[src/rtl/ttl_counter_sequencer.sv]
// Sequencing glue for one 74163-style synchronous counter stage, used as a
// programmable interval timer with optional auto-reload for periodic ticks.
module ttl_counter_sequencer #(
    parameter int WIDTH      = 4,
    parameter int DELAY_RISE = 0,
    parameter int DELAY_FALL = 0
) (
    input  logic             Clk,
    input  logic             Reset,
    input  logic             Start,
    input  logic [WIDTH-1:0] Length,
    input  logic             Reload,
    input  logic             Hold,
    input  logic             Abort,
    input  logic             RCO,
    output logic             Clear_bar,
    output logic             Load_bar,
    output logic             ENT,
    output logic             ENP,
    output logic [WIDTH-1:0] D,
    output logic             Busy,
    output logic             Done,
    output logic             Tick
);

    // The delay parameters only shape the behavioural gate models; here they
    // are validated so a bad value is caught at elaboration.
    if (DELAY_RISE < 0 || DELAY_FALL < 0) begin : g_bad_delay
        $error("ttl_counter_sequencer: delays must be non-negative");
    end

    typedef enum logic [2:0] {
        S_IDLE,
        S_LOAD,
        S_COUNT,
        S_DONE,
        S_CLEAR
    } state_t;

    state_t           state;
    state_t           state_next;
    logic [WIDTH-1:0] preset;
    logic             reload_tick;
    logic             terminal;

    // NOTE: sequential state uses non-blocking assignments so every register
    // samples the pre-edge values, independent of statement order.
    always_ff @(posedge Clk) begin
        if (Reset) begin
            state       <= S_IDLE;
            preset      <= '0;
            reload_tick <= 1'b0;
        end else begin
            state       <= state_next;
            reload_tick <= terminal & Reload & ~Abort;
            if (state == S_IDLE && Start) begin
                // Loading 2^WIDTH - N makes RCO fire after exactly N counts.
                preset <= '0 - Length;
            end
        end
    end

    // NOTE: every output of this block gets a default first, so no path
    // through the case statement can infer a latch.
    always_comb begin
        state_next = state;
        Clear_bar  = 1'b1;
        Load_bar   = 1'b1;
        ENT        = 1'b0;
        ENP        = 1'b0;
        Busy       = 1'b0;
        terminal   = 1'b0;

        case (state)
            S_IDLE: begin
                if (Start) begin
                    state_next = S_LOAD;
                end
            end
            S_LOAD: begin
                Load_bar   = 1'b0;
                Busy       = 1'b1;
                state_next = Abort ? S_CLEAR : S_COUNT;
            end
            S_COUNT: begin
                ENT      = 1'b1;
                ENP      = ~Hold;
                Busy     = 1'b1;
                terminal = RCO & ~Hold;
                // Reloading on the terminal edge keeps the period at N, not N+1.
                if (terminal && Reload) begin
                    Load_bar = 1'b0;
                end
                if (Abort) begin
                    state_next = S_CLEAR;
                end else if (terminal && !Reload) begin
                    state_next = S_DONE;
                end
            end
            S_DONE: begin
                state_next = S_IDLE;
            end
            S_CLEAR: begin
                Clear_bar  = 1'b0;
                Busy       = 1'b1;
                state_next = S_IDLE;
            end
            default: begin
                state_next = S_IDLE;
            end
        endcase

        // Clearing the stage alongside our own reset keeps the two in step.
        if (Reset) begin
            Clear_bar = 1'b0;
        end
    end

    assign D    = preset;
    assign Done = (state == S_DONE);
    assign Tick = Done | reload_tick;

endmodule

[config.mk]
export PLATFORM = sky130hd
export DESIGN_NAME = ttl_counter_sequencer
export DESIGN_NICKNAME = d
export VERILOG_FILES = /design/src/rtl/ttl_counter_sequencer.sv
export SDC_FILE = /design/constraint.sdc
export NUM_CORES = 1
export LEC_CHECK = 0
export ABC_AREA = 1
export BUFFER_PORTS_ARGS = -buffer_cell sky130_fd_sc_hd__buf_2
export CAP_MARGIN = 40
export CORE_AREA = 2 2 39 41
export CTS_BUF_LIST = sky130_fd_sc_hd__clkbuf_4
export DETAILED_ROUTE_END_ITERATION = 10
export DIE_AREA = 0 0 41 43
export PLACE_DENSITY = 0.63
export SYNTH_ARGS = -nofsm -noshare
export SYNTH_HDL_FRONTEND = slang
export SYNTH_SLANG_ARGS = --single-unit
[constraint.sdc]
create_clock -name Clk -period 1.9 [get_ports Clk]
set_input_delay 0.38 -clock Clk [delete_from_list [all_inputs] [get_ports Clk]]
set_output_delay 0.38 -clock Clk [all_outputs]
set_load 0.01 [all_outputs]
Yosys cells after proc, flatten, opt, wreduce, memory -nomap -nowiden
Cells that the tools add are included.
{ "totals": {"out_inout_bits": 11, "in_bits": 11, "register_bits": 8, "wordCells": 36} }
{ "classes": {"n_eq_ne": 6, "mux": 13, "bitwise_logic": 6, "addsub": 1, "reduce_logical": 7} }
{ "ops": {"columns": ["cell", "n"], "rows": [
  ["3-bit 2-to-1 mux", 4],
  ["3-bit case mux with 3 select lines", 1],
  ["1-bit 2-to-1 mux", 7],
  ["3-bit by 2-bit equality test with 1-bit output (second input constant)", 2],
  ["1-bit by 4-bit subtractor with 4-bit output (first input constant)", 1],
  ["1-bit AND", 3],
  ["3-bit by 1-bit equality test with 1-bit output (second input constant)", 1],
  ["3-bit equality test (second input constant)", 1],
  ["1-bit logical AND", 3],
  ["3-bit zero test", 1],
  ["3-bit != test (second input constant)", 1],
  ["3-bit OR reduction", 1],
  ["2-bit != test (second input constant)", 1],
  ["1-bit NOT", 2],
  ["1-bit case mux with 2 select lines", 1],
  ["2-bit AND reduction", 1],
  ["1-bit zero test", 1],
  ["1-bit bitwise OR", 1]
]} }

Logic depth before layout (Yosys ltp)
Gate-level depths: netlist (run 1).
{ "logic_depth": {"depth_word": 6, "mapped_depth": 6} }

Worst setup path before layout (run 1)
No wires, ideal clock.
{ "synth_path": {"path_kind": "reg2out", "start": "register state[2]", "end": "output port Tick", "setup_slack_ns": 0.629, "n_path_buf": 0, "arrival_time_ns": 0.891, "stages_incl_launch_ff": 5, "cell_sequence": "dfxtp_1 -> inv_2 -> nand2_1 -> nor2_1 -> or2_2"} }
{ "synth_between": {"elab_chain_cells": 2} }
{ "synth_rtl": {"columns": ["element", "line", "rtl"], "rows": [
  ["from (decl)", "40", "state_t state;"],
  ["from (signal assigned)", "54", "state <= state_next;"],
  ["3-bit by 2-bit equality test with 1-bit output", "120", "assign Done = (state == S_DONE);"],
  ["net Done", "22", "output logic Done,"],
  ["1-bit bitwise OR", "121", "assign Tick = Done | reload_tick;"],
  ["to (decl)", "23", "output logic Tick"]
]} }
The timed path passes the listed nets, and every way through them passes these cells.

Worst setup path after layout (run 1)
{ "layout_path": {"start": "register state[0]", "end": "output port Busy"} }
{ "layout_between": {"elab_chain_cells": 3, "elab_cells_between_ends": 5, "cone_classes": "eq/ne (3); mux (1); reduce/logical (1)"} }
{ "layout_rtl": {"columns": ["element", "line", "rtl"], "rows": [
  ["3-bit by 2-bit equality test with 1-bit output (tied with other cells)", "74", "case (state)"],
  ["3-bit OR reduction (no line) (*)", null, null],
  ["1-bit 2-to-1 mux (*)", "74", null],
  ["to (decl)", "21", "output logic Busy,"]
]} }
Every way passes the cells marked *; elsewhere a longest branch is shown, timed or not.

==> results of run 1 <==
final cells by class:
type	instances	area (µm²)	area share, %
Tap cell	16	20.0	3.29
Timing Repair Buffer	21	105	17.3
Sequential cell	8	160	26.3
Inverter	12	45.0	7.41
Multi-Input combinational cell	49	255	42.0
Clock buffer	3	22.5	3.70
how the worst max path moves through the flow:
| stage | startpoint | end | depth (start not counted) |
|---|---|---|---|
| 3_5_place_dp | state[2]$_SDFFE_PP0P_ | Tick | 5 |
| 4_1_cts | state[2]$_SDFFE_PP0P_ | Tick | 5 |
| 6_report | state[0]$_SDFFE_PP0P_ | Busy | 6 |
| 2_1_floorplan | state[2]$_SDFFE_PP0P_ | Tick | 4 |
| 5_1_grt | state[2]$_SDFFE_PP0P_ | Tick | 5 |
| 3_3_place_gp | state[2]$_SDFFE_PP0P_ | Tick | 5 |
synthesized netlist by cell type, drive strengths merged:
cell	n	area share, %
nand2	19	16
nand3	6	9.2
nor2	10	10
inv	12	9.8
nand4	3	4.1
dfxtp	8	35
ha	1	2.7
xnor2	1	1.9
nor3	3	3.3
a21oi	3	3.3
or2	1	1.4
nand3b	2	3.3
sequential cells by signal (all words and copies together), names as in the netlist:
register / cells
D: 4
state: 3
reload_tick: 1
kinds of logic (layout without fill, tap and decap cells):
kind of cell / Yosys count / after routing / synth area share (%)
xor+xnor: 1 / 1 / 1.90
flops: 8 / 8 / 34.8
buf+inv: 12 / 36 / 9.78
fa+ha+maj: 1 / 1 / 2.72
compound gates: 3 / 3 / 3.26
simple gates: 44 / 44 / 47.6
power breakdown:
part,switching [mW],internal [mW],total [mW]
Clock,0.0551,0.0721,0.127
Sequential,0.0132,0.184,0.197
Combinational,0.0823,0.0578,0.140
worst register-to-register path: stages (launching register included):
cell	delay (ns)
dfxtp_1	0.37
nor2_4	0.22
nand3_4	0.13
nor2_1	0.13
nor2_1	0.05
through the flow:
stage          std cells  hold WS (ns)
2_1_floorplan         69         0.449
3_3_place_gp         106         0.452
3_5_place_dp         106         0.458
4_1_cts              109         0.298
5_1_grt              109         0.297
6_report             109         0.298
metal layers:
metal,part of all wire [%],GRT usage [%]
met1,43,15.3
met2,50,18.8
met4,0.62,4.00
met5,0,0
met3,6.3,7.85
==> metrics.md, run 1 <==
| Metric | Value |
|---|---|
| Hold Path End | state[1]$_SDFFE_PP0P_ |
| Pin count of the biggest net entering global routing | 10 |
| Lkg Pwr | 0.338 nW |
| CP peak stage delay | 0.44 ns |
| Fmax | 611 MHz |
| Grt total ovfl | 0 |
| R2R Path End | D[2]$_SDFFE_PP0P_ |
| RSZ-0062 raised after global routing | no |
| Die Y | 43 µm |
| Post-CTS setup buffers | 0 |
| Reg2Reg Depth | 4 |
| Fin crit period | 1.64 ns |
| Slew @ Worst Pin | 0.232 ns |
| Pre-CTS worst setup slack | 0.535 ns |
| Layout area overhead | 32.1% |
| Crit path cell chain | inv_1 > nand3_1 > nand2_1 > inv_1 > nand2_1 > buf_2 |
| Register area share after synthesis | 34.8% |
| Max_slew headroom | 84.5% |
| Synth cell types | 17 |
| Seq cells post-synth | 8 |
| Buf+Inv Stages, Crit Path | 3 |
| Drt wl/cell | 8.83 µm |
| Core Region | 1380 µm² |
| Rows | 14 |
| Post-CTS Resized | 0 |
| Routed Antenna Nets | 0 |
| Die width | 41 µm |
| 1st-pass router iterations | 2 |
| All-Layer GR Usage | 12.9% |
| Total Wirelength | 963 µm |
| Design area | 608 µm² |
| Total power draw | 0.464 mW |
| Critical Path Slowest Stage Cell | dfxtp_1 |
| Commonest non-fill, non-tap cells in the layout | buf_2 (21), nand2_1 (18), inv_1 (11) |
| Final hold violation count | 0 |
| Vias | 489 |
| Setup TNS | 0 ns |
| Post-route setup slack | 0.264 ns |
| Nets | 107 |
| Share of post-route cells with drive strength above 1 | 32.3% |
| Hold/Removal Path Class | in2reg |
| Net Count, Synth | 81 |
| WP data arrival | 1.26 ns |
| Fin crit share | 86.1% |
| Port Buf Inserts | 21 |
| Crit Path Category | reg2out |
| Avg Synthesized Cell Area | 6.67 µm² |
| Die area | 1760 µm² |
| MaxCap Viol Count | 0 |
| Synth warnings | 0 |
| Crit path launch type | flop |
| WP data required | 1.52 ns |
| Max Slew Vio Count | 0 |
| ANT cells | 0 |
| Vias in the first global route | 414 |
| Initial antenna violation count | 0 |
| CTS tree | built |
| Worst Clk Skew | 0.00113 ns |
| Initial DRC count | 5 |
| H-tree Lvls | 1 |
| CTS clk-pin slew, worst paths | 0.05 ns |
| Worst hold path depth | 2 |
| CTS Hold Buffers Added | 0 |
| R2R Path Start | state[0]$_SDFFE_PP0P_ |
| Final setup fails | 0 |
| Utilization after layout | 43.9% |
| Clock sinks | 8 |
| Maximum VDD drop | 0.441 mV |
| Vias per cell | 4.49 |
| Top Family by Delay on Critical Path | flip-flops |
| # IOs | 22 |
| Remaining DRCs | 0 |
| Num CTS Buffers | 3 |
| Clock Latency Late Sink | 0.25 ns |
| Reg2Reg Setup Slack | 0.90 ns |
| Hold Startpoint | Abort |
| Most common library cell in the layout ignoring fill and taps | buf_2 |
| Power Dens Cells | 764 nW/µm² |
| Worst-path fanout max | 4 |
| Gpl congestion | 0.697 |
| Mapped Cells | 69 |
| CTS root buffer | clkbuf_4 |
| Fillers | 163 |
| First-pass GRT wire length | 1520 µm |
| Area of the mapped netlist | 460 µm² |
| Worst Setup End Kind | primary output |
| Area post-placement | 586 µm² |
| Hpwl dp | 789 µm |
| Max Root-Sink Buffers | 2 |
| Initial Util | 33.3% |
| Status | finished clean |
(Power assumes the default switching activity.)
==> run 2: changes to the inputs <==
--- a/config.mk
+++ b/config.mk
@@ -5,7 +5,6 @@
 export SDC_FILE = /design/constraint.sdc
 export NUM_CORES = 1
 export LEC_CHECK = 0
-export ABC_AREA = 1
 export BUFFER_PORTS_ARGS = -buffer_cell sky130_fd_sc_hd__buf_2
 export CAP_MARGIN = 40
 export CORE_AREA = 2 2 39 41
==> metrics.md, run 2 <==
| Metric | Value |
|---|---|
| Initial Util | 33.3% (unchanged) |
| Worst hold path depth | 2 (unchanged) |
| Max_slew headroom | 71.4% (was 84.5%) |
| Register area share after synthesis | 34.8% (unchanged) |
| Core Region | 1380 µm² (unchanged) |
| Utilization after layout | 41.7% (was 43.9%) |
| Status | finished clean (unchanged) |
| Cell with the most instances after synthesis | dfxtp_1 (was nand2_1) |
| Lkg Pwr | 0.278 nW (was 0.338 nW) |
| WP data arrival | 1.41 ns (was 1.26 ns) |
| Slew @ Worst Pin | 0.429 ns (was 0.232 ns) |
| Top Family by Delay on Critical Path | flip-flops (unchanged) |
| Setup TNS | 0 ns (unchanged) |
| Area leader, netlist | dfxtp_1 (unchanged) |
| EDFF count, synth | 0 (unchanged) |
| Rows | 14 (unchanged) |
| Worst-path fanout max | 10 (was 4) |
| Fin crit period | 1.79 ns (was 1.64 ns) |
| First-pass GRT wire length | 1400 µm (was 1520 µm) |
| Crit Path Category | reg2out (unchanged) |
| Share of post-route cells with drive strength above 1 | 36.6% (was 32.3%) |
| CTS Hold Buffers Added | 0 (unchanged) |
| CP peak stage delay | 0.54 ns (was 0.44 ns) |
| Final setup fails | 0 (unchanged) |
| Worst Setup End Kind | primary output (unchanged) |
| Die area | 1760 µm² (unchanged) |
| Grt total ovfl | 0 (unchanged) |
| MaxCap Viol Count | 0 (unchanged) |
| Mapped Cells | 51 (was 69) |
| CTS tree | built (unchanged) |
| Critical Path Slowest Stage Cell | dfxtp_1 (unchanged) |
| All-Layer GR Usage | 11.8% (was 12.9%) |
| Max Slew Vio Count | 0 (unchanged) |
| Fmax | 557 MHz (was 611 MHz) |
| Post-CTS Resized | 0 (unchanged) |
| Final hold violation count | 0 (unchanged) |
| Seq cells post-synth | 8 (unchanged) |
| R2R Path End | D[0]$_SDFFE_PP0P_ (was D[2]$_SDFFE_PP0P_) |
| Most common library cell in the layout ignoring fill and taps | buf_2 (unchanged) |
| Buf+Inv Stages, Crit Path | 1 (was 3) |
| Fin crit share | 94.5% (was 86.1%) |
| Remaining DRCs | 0 (unchanged) |
| Initial antenna violation count | 0 (unchanged) |
| Hold Startpoint | Abort (unchanged) |
| Reg2Reg Setup Slack | 0.62 ns (was 0.90 ns) |
| Routed Antenna Nets | 0 (unchanged) |
| Hold WS | 0.347 ns (was 0.298 ns) |
| Reg2Reg Depth | 3 (was 4) |
| Net Count, Synth | 63 (was 81) |
| Top FF cell, synth | dfxtp_1 (unchanged) |
| Drt wl/cell | 9.91 µm (was 8.83 µm) |
| Post-synth top area share | 34.8% (unchanged) |
| Num CTS Buffers | 3 (unchanged) |
| Hold Path End | reload_tick$_SDFF_PP0_ (was state[1]$_SDFFE_PP0P_) |
| Nets | 85 (was 107) |
| Crit path launch type | flop (unchanged) |
| Max reg flops | 4 (unchanged) |
| Post-CTS setup buffers | 0 (unchanged) |
| Vias | 418 (was 489) |
| Maximum VDD drop | 0.325 mV (was 0.441 mV) |
| Initial DRC count | 3 (was 5) |
| CTS clk-pin slew, worst paths | 0.06 ns (was 0.05 ns) |
| Port Buf Inserts | 21 (unchanged) |
| FFs w/ async S/R, synth | 0% (unchanged) |
| Area of the mapped netlist | 460 µm² (unchanged) |
| Commonest non-fill, non-tap cells in the layout | buf_2 (21), dfxtp_1 (8), nor2_1 (7) (was buf_2 (21), nand2_1 (18), inv_1 (11)) |
| H-tree Lvls | 1 (unchanged) |
| Levels on crit path | 3 (was 6) |
| R2R Path Start | state[1]$_SDFFE_PP0P_ (was state[0]$_SDFFE_PP0P_) |
| Crit path cell chain | and3b_1 > or2_2 > buf_2 (was inv_1 > nand3_1 > nand2_1 > inv_1 > nand2_1 > buf_2) |
| Die Y | 43 µm (unchanged) |
| RSZ-0062 raised after global routing | no (unchanged) |
| Clock Latency Late Sink | 0.25 ns (about the same) |
| Avg Synthesized Cell Area | 9.03 µm² (was 6.67 µm²) |
| Power Dens Cells | 692 nW/µm² (was 764 nW/µm²) |
| Hold/Removal Path Class | in2reg (unchanged) |
| # IOs | 22 (unchanged) |
| Pin count of the biggest net entering global routing | 11 (was 10) |
| Synth warnings | 0 (unchanged) |
| 1st-pass router iterations | 4 (was 2) |
| Clock sinks | 8 (unchanged) |
| Max Root-Sink Buffers | 2 (unchanged) |
| Total Wirelength | 862 µm (was 963 µm) |
| CTS root buffer | clkbuf_4 (unchanged) |
| Layout area overhead | 25.3% (was 32.1%) |
| Synth cell types | 25 (was 17) |
| Total power draw | 0.399 mW (was 0.464 mW) |
| WP data required | 1.52 ns (about the same) |
| Vias per cell | 4.80 (was 4.49) |
| Die width | 41 µm (unchanged) |
| Hpwl dp | 677 µm (was 789 µm) |
| ANT cells | 0 (unchanged) |
| Gpl congestion | 0.587 (was 0.697) |
| Largest cells by area after synthesis | dfxtp_1 (35%), mux2i_1 (8.7%), nor2_1 (5.7%) (was dfxtp_1 (35%), nand2_1 (15%), inv_1 (9.0%)) |
| Vias in the first global route | 352 (was 414) |
| Worst Clk Skew | 0.00343 ns (was 0.00113 ns) |
| Post-synth top cells | dfxtp_1 (8), nor2_1 (7), mux2i_1 (4) (was nand2_1 (18), inv_1 (11), dfxtp_1 (8), nor2_1 (8), nand3_1 (5)) |
-- run 2: where the power goes --
group | switching [mW] | internal [mW]
sequential | 0.0127 | 0.178
combinational | 0.0377 | 0.0415
clock | 0.0573 | 0.0723
-- run 2: worst reg2reg max path, cell delays in order (launching register included) --
cell and delay [ns]:
dfxtp_1 0.43, nor4b_4 0.46, mux2i_1 0.23, nor2_1 0.05
-- run 2: cell families after synthesis --
group | synth area share (%)
compound gates | 6.52
xor+xnor | 5.71
fa+ha+maj | 2.72
buf+inv | 9.24
flops | 34.8
mux | 8.70
simple gates | 32.3
-- run 2: worst max-delay path by stage --
stage,from,endpoint,slack [ns]
4_1_cts,state[2]$_SDFFE_PP0P_,Tick,0.09
3_3_place_gp,state[2]$_SDFFE_PP0P_,Tick,0.39
6_report,state[2]$_SDFFE_PP0P_,Tick,0.11
2_1_floorplan,state[2]$_SDFFE_PP0P_,Tick,0.51
3_5_place_dp,state[2]$_SDFFE_PP0P_,Tick,0.37
5_1_grt,state[2]$_SDFFE_PP0P_,Tick,0.02
-- run 2: stage by stage --
| step | setup slack [ns] | instances | area, µm² |
|---|---|---|---|
| after global routing | 0.0228 | 87 | 577 |
| after detailed placement | 0.374 | 84 | 554 |
| after CTS | 0.0916 | 87 | 577 |
| final | 0.105 | 87 | 577 |
| after global placement | 0.391 | 84 | 554 |
| after floorplan | 0.513 | 51 | 460 |
-- run 2: per-layer routing --
layer / vias to the layer above / wire, µm / share of wire, % / GRT usage [%]
met4: 0 / 0 / 0 / 8.00
met2: 14 / 403 / 47 / 16.3
li1: 219 / - / - / -
met5: - / 0 / 0 / 0
met1: 185 / 389 / 45 / 15.2
met3: 0 / 69 / 8.0 / 3.14
-- run 2: layout make-up --
class | count | area, µm²
well taps | 16 | 20.0
flip-flops and latches | 8 | 160
repair buffers | 21 | 105
fillers | 150 | 807
inverters | 3 | 11.3
multi-input cells | 36 | 258
clock buffers | 3 | 22.5
==> run 3: changes to the inputs <==
--- a/config.mk
+++ b/config.mk
@@ -6,12 +6,13 @@
 export NUM_CORES = 1
 export LEC_CHECK = 0
 export BUFFER_PORTS_ARGS = -buffer_cell sky130_fd_sc_hd__buf_2
-export CAP_MARGIN = 40
+export CAP_MARGIN = 20
 export CORE_AREA = 2 2 39 41
 export CTS_BUF_LIST = sky130_fd_sc_hd__clkbuf_4
 export DETAILED_ROUTE_END_ITERATION = 10
 export DIE_AREA = 0 0 41 43
 export PLACE_DENSITY = 0.63
+export SETUP_SLACK_MARGIN = 0.5
 export SYNTH_ARGS = -nofsm -noshare
 export SYNTH_HDL_FRONTEND = slang
 export SYNTH_SLANG_ARGS = --single-unit
==> metrics.md, run 3 (synthesis gave the netlist of run 2 again) <==
| Metric | Value |
|---|---|
| Status | finished clean (unchanged) |
| Vias in the first global route | 422 (was 352) |
| Gpl congestion | 0.587 (unchanged) |
| Lkg Pwr | 0.369 nW (was 0.278 nW) |
| Worst-path fanout max | 8 (was 10) |
| First-pass GRT wire length | 1730 µm (was 1400 µm) |
| All-Layer GR Usage | 14.7% (was 11.8%) |
| Hold Path End | state[1]$_SDFFE_PP0P_ (was reload_tick$_SDFF_PP0_) |
| Slew @ Worst Pin | 0.295 ns (was 0.429 ns) |
| 1st-pass router iterations | 3 (was 4) |
| Vias | 467 (was 418) |
| R2R Path Start | state[2]$_SDFFE_PP0P_ (was state[1]$_SDFFE_PP0P_) |
| Hpwl dp | 677 µm (unchanged) |
| Initial DRC count | 2 (was 3) |
| WP data required | 1.52 ns (about the same) |
| Clock sinks | 8 (unchanged) |
| Crit path cell chain | buf_8 > xnor2_2 > o21ai_1 > buf_2 (was and3b_1 > or2_2 > buf_2) |
| Crit path launch type | flop (unchanged) |
| Die width | 41 µm (unchanged) |
| Initial antenna violation count | 0 (unchanged) |
| CTS tree | built (unchanged) |
| Share of post-route cells with drive strength above 1 | 60.0% (was 36.6%) |
| Drt wl/cell | 11.0 µm (was 9.91 µm) |
| CTS Hold Buffers Added | 0 (unchanged) |
| Rows | 14 (unchanged) |
| Total Wirelength | 1110 µm (was 862 µm) |
| WP data arrival | 1.12 ns (was 1.41 ns) |
| Maximum VDD drop | 0.333 mV (was 0.325 mV) |
| Max Slew Vio Count | 0 (unchanged) |
| Setup TNS | 0 ns (unchanged) |
| Grt total ovfl | 0 (unchanged) |
| R2R Path End | D[0]$_SDFFE_PP0P_ (unchanged) |
| Reg2Reg Setup Slack | 0.51 ns (was 0.62 ns) |
| Die Y | 43 µm (unchanged) |
| Die area | 1760 µm² (unchanged) |
| # IOs | 22 (unchanged) |
| Fin crit share | 79.2% (was 94.5%) |
| RSZ-0062 raised after global routing | yes (was no) |
| Num CTS Buffers | 3 (unchanged) |
| Fin crit period | 1.50 ns (was 1.79 ns) |
| MaxCap Viol Count | 0 (unchanged) |
| Clock Latency Late Sink | 0.25 ns (about the same) |
| Core Region | 1380 µm² (unchanged) |
| Hold Startpoint | Abort (unchanged) |
| Max reg flops | 4 (unchanged) |
| Final hold violation count | 0 (unchanged) |
| Port Buf Inserts | 21 (unchanged) |
| Remaining DRCs | 0 (unchanged) |
| CTS root buffer | clkbuf_4 (unchanged) |
| Reg2Reg Depth | 6 (was 3) |
| Worst hold path depth | 2 (unchanged) |
| Final setup fails | 0 (unchanged) |
| CP peak stage delay | 0.35 ns (was 0.54 ns) |
| Pin count of the biggest net entering global routing | 10 (was 11) |
| Pre-CTS worst setup slack | 0.374 ns (unchanged) |
| Nets | 99 (was 85) |
| Post-route setup slack | 0.396 ns (was 0.105 ns) |
| Critical Path Slowest Stage Cell | dfxtp_4 (was dfxtp_1) |
| Hold/Removal Path Class | in2reg (unchanged) |
| Routed Antenna Nets | 0 (unchanged) |
| Max_slew headroom | 80.0% (was 71.4%) |
| Crit Path Category | reg2out (unchanged) |
| Utilization after layout | 56.1% (was 41.7%) |
| Layout area overhead | 68.5% (was 25.3%) |
| ANT cells | 0 (unchanged) |
| Worst Clk Skew | 0.00773 ns (was 0.00343 ns) |
| Most common library cell in the layout ignoring fill and taps | buf_2 (unchanged) |
| Worst Setup End Kind | primary output (unchanged) |
| Power Dens Cells | 566 nW/µm² (was 692 nW/µm²) |
| Max Root-Sink Buffers | 2 (unchanged) |
| Commonest non-fill, non-tap cells in the layout | buf_2 (19), buf_4 (8), buf_6 (7) (was buf_2 (21), dfxtp_1 (8), nor2_1 (7)) |
| Vias per cell | 4.62 (was 4.80) |
| Fmax | 665 MHz (was 557 MHz) |
| H-tree Lvls | 1 (unchanged) |
| CTS clk-pin slew, worst paths | 0.06 ns (about the same) |
| Initial Util | 33.3% (unchanged) |
==> run 3: changes by cell type in the layout (fill, tap and decap cells not counted), sizes merged <==
cell and change:
buf +14
==> run 3: power breakdown <==
group | switching (mW) | total [mW] | internal [mW]
Sequential | 0.00693 | 0.183 | 0.176
Clock | 0.0577 | 0.130 | 0.0723
Combinational | 0.0569 | 0.126 | 0.0694
==> run 3: worst max-delay path by stage <==
stage                               start   end  slack [ns]  cells after the start
CTS                 state[1]$_SDFFE_PP0P_  Tick        0.39                      3
detailed placement  state[2]$_SDFFE_PP0P_  Tick        0.37                      3
global route        state[2]$_SDFFE_PP0P_  Busy        0.31                      4
global placement    state[2]$_SDFFE_PP0P_  Tick        0.39                      3
finish              state[2]$_SDFFE_PP0P_  Busy        0.40                      4
floorplan           state[2]$_SDFFE_PP0P_  Tick        0.51                      3
==> run 3: final cells by class <==
| type | instances | area, µm² |
|---|---|---|
| clock buffer | 3 | 22.5 |
| fill | 127 | 608 |
| inverter | 3 | 11.3 |
| multi-input combinational | 36 | 302 |
| sequential | 8 | 171 |
| tap | 16 | 20.0 |
| timing repair buffer | 35 | 249 |
==> run 3: repair_timing <==
item / 4_1_cts / 5_1_grt
resized for setup: 21 / 7
setup buffers: 11 / 3
endpoints found under the setup margin: 7 / 10
pin swaps: 4 / 5
==> run 3: per-stage QoR <==
| step | std cells | total power [mW] | hold WS (ns) | area, µm² |
|---|---|---|---|---|
| 2_1_floorplan | 51 | 0.247 | 0.458 | 460 |
| 3_3_place_gp | 84 | 0.273 | 0.458 | 554 |
| 3_5_place_dp | 84 | 0.275 | 0.468 | 554 |
| 4_1_cts | 98 | 0.438 | 0.328 | 726 |
| 5_1_grt | 101 | 0.473 | 0.335 | 776 |
| 6_report | 101 | 0.439 | 0.342 | 776 |
==> run 3: worst max-delay path, delay by kind of cell, from the launching register on <==
| kind | cells | cell delay (ns) |
|---|---|---|
| AOI/OAI and AO/OA | 1 | 0.13 |
| xor gates and xnor gates | 1 | 0.12 |
| buffers and inverters | 2 | 0.27 |
| DFF | 1 | 0.35 |
==> run 3: per-layer routing <==
| metal | wire (µm) | track usage (%) | up-vias |
|---|---|---|---|
| li1 | - | - | 248 |
| met1 | 443 | 17.5 | 205 |
| met2 | 601 | 23.1 | 14 |
| met3 | 68 | 3.14 | 0 |
| met4 | 0 | 8.00 | 0 |
| met5 | 0 | 0 | - |
